===== src/rtl/result_uart_tx.sv =====
// -----------------------------------------------------------------------------
// result_uart_tx
//
// Purpose:
//   Serialises the datapath result word onto an 8N1 UART line, LSB first.
//   The word is sent as N/8 bytes, least-significant byte first, back to back
//   with no gap between bytes. A transmission starts on an explicit request,
//   or (in auto mode) whenever the result word differs from the last word sent.
//
// Ports:
//   clk      system clock, all state changes on the rising edge
//   rst      synchronous, active-low reset
//   i_data   result word from the datapath (N bits)
//   i_start  transmit request, sampled only while idle
//   i_auto   auto mode: send whenever i_data differs from the last sent word
//   o_txd    UART serial line, idles high
//   o_busy   high while a word is in flight
//   o_done   one-cycle pulse when the final stop bit of a word completes
// -----------------------------------------------------------------------------
module result_uart_tx #(
  parameter int clk_freq  = 50000000,
  parameter int baud_rate = 57600,
  parameter int N         = 16
) (
  input  logic         clk,
  input  logic         rst,
  input  logic [N-1:0] i_data,
  input  logic         i_start,
  input  logic         i_auto,
  output logic         o_txd,
  output logic         o_busy,
  output logic         o_done
);

  localparam int DIV = clk_freq / baud_rate;
  localparam int B   = N / 8;
  localparam int CW  = (DIV > 1) ? $clog2(DIV) : 1;
  localparam int BW  = (B > 1) ? $clog2(B) : 1;

  localparam logic [CW-1:0] DIV_M1    = CW'(DIV - 1);
  localparam logic [BW-1:0] LAST_BYTE = BW'(B - 1);

  typedef enum logic [1:0] {
    IDLE      = 2'd0,
    START_BIT = 2'd1,
    DATA_BITS = 2'd2,
    STOP_BIT  = 2'd3
  } state_t;

  state_t         state_q, state_d;
  logic [CW-1:0]  baud_q, baud_d;
  logic [2:0]     bit_q, bit_d;
  logic [BW-1:0]  byte_q, byte_d;
  logic [N-1:0]   shift_q, shift_d;
  logic [N-1:0]   last_q, last_d;
  logic           txd_q, txd_d;
  logic           busy_q, busy_d;
  logic           done_q, done_d;

  logic           baud_end;
  logic           trigger;

  assign baud_end = (baud_q == DIV_M1);
  assign trigger  = i_start | (i_auto & (i_data != last_q));

  // Next-state logic. o_txd is registered, so the value loaded here is the
  // line level for the bit that begins at the coming edge.
  always_comb begin
    state_d = state_q;
    baud_d  = baud_q;
    bit_d   = bit_q;
    byte_d  = byte_q;
    shift_d = shift_q;
    last_d  = last_q;
    txd_d   = txd_q;
    done_d  = 1'b0;

    case (state_q)
      IDLE: begin
        txd_d  = 1'b1;
        baud_d = '0;
        bit_d  = '0;
        if (trigger) begin
          shift_d = i_data;
          last_d  = i_data;
          byte_d  = '0;
          txd_d   = 1'b0;
          state_d = START_BIT;
        end
      end

      START_BIT: begin
        if (baud_end) begin
          baud_d  = '0;
          bit_d   = '0;
          txd_d   = shift_q[0];
          state_d = DATA_BITS;
        end else begin
          baud_d = baud_q + CW'(1);
        end
      end

      DATA_BITS: begin
        if (baud_end) begin
          baud_d = '0;
          // Shifting after every data bit leaves bit 0 of the next byte
          // in shift_q[0] once the current byte is exhausted.
          shift_d = shift_q >> 1;
          if (bit_q == 3'd7) begin
            txd_d   = 1'b1;
            state_d = STOP_BIT;
          end else begin
            bit_d = bit_q + 3'd1;
            txd_d = shift_q[1];
          end
        end else begin
          baud_d = baud_q + CW'(1);
        end
      end

      STOP_BIT: begin
        if (baud_end) begin
          baud_d = '0;
          if (byte_q == LAST_BYTE) begin
            txd_d   = 1'b1;
            done_d  = 1'b1;
            state_d = IDLE;
          end else begin
            byte_d  = byte_q + BW'(1);
            txd_d   = 1'b0;
            state_d = START_BIT;
          end
        end else begin
          baud_d = baud_q + CW'(1);
        end
      end

      default: begin
        txd_d   = 1'b1;
        state_d = IDLE;
      end
    endcase

    busy_d = (state_d != IDLE);
  end

  always_ff @(posedge clk) begin
    if (!rst) begin
      state_q <= IDLE;
      baud_q  <= '0;
      bit_q   <= '0;
      byte_q  <= '0;
      shift_q <= '0;
      last_q  <= '0;
      txd_q   <= 1'b1;
      busy_q  <= 1'b0;
      done_q  <= 1'b0;
    end else begin
      state_q <= state_d;
      baud_q  <= baud_d;
      bit_q   <= bit_d;
      byte_q  <= byte_d;
      shift_q <= shift_d;
      last_q  <= last_d;
      txd_q   <= txd_d;
      busy_q  <= busy_d;
      done_q  <= done_d;
    end
  end

  assign o_txd  = txd_q;
  assign o_busy = busy_q;
  assign o_done = done_q;

endmodule


===== config.mk =====
export PLATFORM = sky130hd
export DESIGN_NAME = result_uart_tx
export DESIGN_NICKNAME = d
export VERILOG_FILES = /design/src/rtl/result_uart_tx.sv
export SDC_FILE = /design/constraint.sdc
export NUM_CORES = 1
export LEC_CHECK = 0
export BUFFER_PORTS_ARGS = -buffer_cell sky130_fd_sc_hd__clkbuf_2
export CORE_UTILIZATION = 60
export DETAILED_ROUTE_END_ITERATION = 8
export GPL_ROUTABILITY_DRIVEN = 0
export PLACE_DENSITY = 0.85
export SLEW_MARGIN = 10
export SYNTH_ARGS = -nofsm -noshare
export SYNTH_HDL_FRONTEND = slang
export SYNTH_SLANG_ARGS = --single-unit

===== constraint.sdc =====
create_clock -name clk -period 3.77 [get_ports clk]
set_input_delay 0.9425 -clock clk [delete_from_list [all_inputs] [get_ports clk]]
set_output_delay 0.9425 -clock clk [all_outputs]
set_load 0.02 [all_outputs]

### Yosys cells after proc, flatten, opt, wreduce, memory -nomap -nowiden

Index checks and enable logic that the tools add are counted.

| operators by class | value |
|---|---|
| add/sub/neg operators | 3 |
| equality and inequality tests | 11 |
| mux-type cells | 27 |
| bitwise operators | 2 |
| reductions and logical operators | 12 |

Operators with widths:

| cell | number |
|---|---|
| $mux 16 | 2 |
| $pmux 16 s2 | 1 |
| $pmux 10 s2 | 1 |
| $ne 16x16->1 | 1 |
| $reduce_and 3->1 | 4 |
| $add 10x1->10 const B | 1 |
| $eq 10x10->1 const B | 1 |
| $mux 1 | 10 |
| $mux 10 | 1 |
| $mux 2 | 5 |
| $ne 2x2->1 const B | 5 |
| $mux 3 | 3 |
| $pmux 3 s3 | 1 |
| $pmux 2 s4 | 1 |
| $reduce_bool 2->1 | 3 |
| $eq 2x2->1 const B | 2 |
| $pmux 1 s4 | 1 |
| $reduce_and 4->1 | 1 |
| $add 3x1->3 const B | 1 |
| $eq 3x3->1 const B | 1 |
| $reduce_bool 3->1 | 1 |
| $reduce_or 3->1 | 1 |
| $eq 2x1->1 const B | 1 |
| $logic_not 2->1 | 1 |
| 5 further kinds | 5 |

| storage, ports and cells | value |
|---|---|
| register bits after elaboration | 51 |
| input port bits | 20 |
| output and inout bits | 3 |
| logic and storage cells | 64 |

### Depth between registers and ports, before layout

| depth | value |
|---|---|
| word-level depth | 6 |
| gate-level depth with buffers | 7 |
| depth with buffers taken out | 6 |

### Worst setup path after synthesis

OpenSTA, ideal clock, no wires.

| timing | value |
|---|---|
| path type | input to register |
| start point | in i_data[4] |
| end point | reg shift_q[10] |
| library setup time | 119 ps |
| arrival time | 2109 ps |
| data required time | 3651 ps |
| path slack | 1542 ps |
| stages | 6 |
| buffers on the path | 1 |
| path through | xnor2_1 nand4_1 nor4_4 o211ai_2 buf_6 o221a_2 |

| between the ends | value |
|---|---|
| cells in the longest elaborated chain, start to end | 5 |

RTL lines:

| what | RTL line | source |
|---|---|---|
| start, declared | 27 | `input logic [N-1:0] i_data,` |
| $ne 16x16->1 | 64 | `assign trigger = i_start \| (i_auto & (i_data != last_q));` |
| $and 1x1->1 | 64 |  |
| $or 1x1->1 | 64 |  |
| $ne 2x2->1 (no source line) | - |  |
| $reduce_and 3->1 (no source line) | - |  |
| end signal, assigned | 163 | `shift_q <= shift_d;` |
| end, declared | 54 | `logic [N-1:0] shift_q, shift_d;` |

No other way between the ends.
A chain may end at the register's enable or synchronous reset.

### Worst setup path after layout

| timing | value |
|---|---|
| start point | in i_data[13] |
| end point | reg shift_q[7] |

The elaborated chain is that of the path after synthesis.

==> flow_summary.ini <==
[outcome]
status = finished, final reports clean

[timing]
period_minus_slack_ns = 2.43
finalSetupTns_ns = 0
fin_ws_ns = 1.34
finalHoldViolations = 0
finalMaxSlewViolations = 0
relSlewSlack_pct = 57.2
fin_crit_sh_pct = 64.4
rsz0062_at_grt = false
whs_ns = 0.448
skew_ns = 0.00411
setup_violations = 0
tightest_slew_ns = 0.641
fmax_mhz = 412

[synthesis]
yosysTopAreaCell = dfxtp_1
syn_inst = 243
yosysMostFrequentCell = dfxtp_1
synth_commonest_cells = 51 x dfxtp_1, 37 x nand2_1, 21 x xnor2_1
synthTopCellsByArea = dfxtp_1 43%, mux2i_1 8.5%, xnor2_1 7.8%
synth_compound_area_share_pct = 16.1
ys_seq_area_share_pct = 43.2
yosys_most_used_dff = dfxtp_1
syn_area_um2 = 2360
netlist.area_leader.share_pct = 43.2
ys_types = 35
syn_area_per_cell_um2 = 9.72
synth_xor_area_share_pct = 9.27
ys_seq_elements = 51
synth_top_family_by_area = simple AND/OR/NAND/NOR gates
synthSimpleGateAreaFrac_pct = 16.7
yosys_warnings = 0
synthArstFlopShare_pct = 0
synth_fa_ha_area_share_pct = 1.59
synth_mux_area_share_pct = 8.48
synth-edff-count = 0
syn-num-nets = 266

[worst_setup_path]
crit_buf_inv = 1
cp.arrival_ns = 2.68
cp-end-kind = flop
reg2reg_to = shift_q[7]
cp_top_family = compound AO/OA/AOI/OAI gates
path_class = primary input to flop
critPathMaxFanout = 18
critPathLaunchType = primary input
cp_slowest_cell = o21a_1
r2r_cells = 6
timing.rr.start = baud_q[0]
ff2ff_setup_slack_ns = 1.68
required_ns = 4.02
critPathMaxStageDelay_ns = 0.60
crit_path_cell_trace = clkbuf_2 -> xnor2_1 -> nand4_1 -> nor4_4 -> o21a_1 -> o221a_2

[placed_design]
port_buffers = 22
hpwl_um = 3040
placed_area_um2 = 2450
place_ws_ns = 1.05

[final_layout]
syn2layout_area_growth_pct = 7.00
fillers = 308
final_util_pct = 68.0
stdcell_area_um2 = 2530
drive_above_1_share_pct = 19.2
num_antenna_cells = 0
nets = 284

[die]
initial_utilization_pct = 63.5
ioPinCount = 23
rows = 22
die_x_um = 64.7
die_y_um = 64.7
core-area_um2 = 3720
dieArea_um2 = 4190

[grt]
grtUsageTotal_pct = 23.5
grt_pass1_vias = 1728
grt_max_degree = 49
grt_pass1_wl_um = 7540
antenna_found_initial = 0
overflow = 0

[detailed_routing]
first_pass_iters = 4
wl_um = 4270
ant_nets = 0
drc = 0
avgViaCountPerCell = 5.69
drt_iter0_drc = 125
vias = 1753
wl_per_cell_um = 13.9

[worst_hold_path]
hp-start = baud_q[0]
hold_end = baud_q[0]
hp-class = flop to flop
holdPathStages = 1

[power]
leakagePower_uw = 0.00104
power_density_nw_per_um2 = 412
ir_drop_uv = 207

[clocking]
cts_made_buffers = 5
cts-resized-gates = 0
clkTransAtPathRegs_ns = 0.08
postCtsHoldBufs = 0
cts-root-buf = clkbuf_8
h-tree-depth = 2
clkSinkCount = 51
insertion_delay_ns = 0.30
cts_setup_buffers = 0
clockBufferDepth = 2
cts_tree = yes

[job]
maxCapViolations = 0
-- report_power, final --
| group | switching, uW | internal [uW] |
|---|---|---|
| Clock | 164 | 124 |
| Combinational | 79.9 | 72.3 |
| Sequential | 24.0 | 576 |
-- placed cells by master (no fill, tap or decap), types with 2 or more instances in the layout --
| master | synthesis | routed |
|---|---|---|
| inv_1 | 3 | 3 |
| nand2_1 | 37 | 37 |
| clkbuf_2 | 0 | 22 |
| o21a_1 | 16 | 16 |
| dfxtp_1 | 51 | 51 |
| xor2_1 | 4 | 4 |
| nor2_1 | 20 | 20 |
| nand3_1 | 6 | 6 |
| and2_1 | 2 | 2 |
| o221a_2 | 15 | 15 |
| xnor2_1 | 21 | 21 |
| mux2i_1 | 20 | 20 |
| nand4_1 | 6 | 6 |
| clkbuf_8 | 0 | 5 |
| o21ai_0 | 2 | 2 |
| nor2b_1 | 2 | 2 |
| ha_1 | 3 | 3 |
| and3_1 | 3 | 3 |
| a21oi_1 | 2 | 2 |
| buf_4 | 0 | 2 |
| a31oi_1 | 3 | 3 |
-- worst max path at each step --
stage / start / to / slack, ns / cells past startpoint
3_5_place_dp: i_data[13] / shift_q[7] / 1.05 / 6
5_1_grt: i_data[4] / shift_q[7] / 1.20 / 6
3_3_place_gp: i_data[13] / shift_q[11] / 1.05 / 6
6_report: i_data[13] / shift_q[7] / 1.34 / 6
2_1_floorplan: i_data[4] / shift_q[10] / 1.54 / 6
4_1_cts: i_data[13] / shift_q[7] / 1.36 / 6
-- state kept, by name, indices dropped and copies added, names as in the netlist --
name	count
baud_q	10
o_busy	1
last_q	16
byte_q	1
o_done	1
bit_q	3
o_txd	1
state_q	2
shift_q	16
-- metrics by stage --
stage	total power, uW	cells
6_report	1040	308
3_3_place_gp	760	302
4_1_cts	1050	308
2_1_floorplan	734	243
3_5_place_dp	765	302
5_1_grt	1090	308
-- metal layers --
| metal | part of all wire [%] | global-route usage (%) |
|---|---|---|
| met1 | 50 | 29.8 |
| met2 | 44 | 37.1 |
| met3 | 4.0 | 6.87 |
| met4 | 1.6 | 9.17 |
| met5 | 0 | 0 |
-- area by class of cell --
class,instances,area (um2),share of cell area [%]
well taps,48,60.1,2.38
clock buffers,6,72.6,2.87
inverters,3,11.3,0.446
multi-input cells,176,1240,48.9
repair buffers,24,125,4.95
flip-flops and latches,51,1020,40.4
-- cells by family after synthesis --
kind of cell,Yosys count
compound gates,45
mux,20
flops,51
xor+xnor,25
simple gates,83
buf+inv,16
fa+ha+maj,3
(Power assumes the default switching activity.)
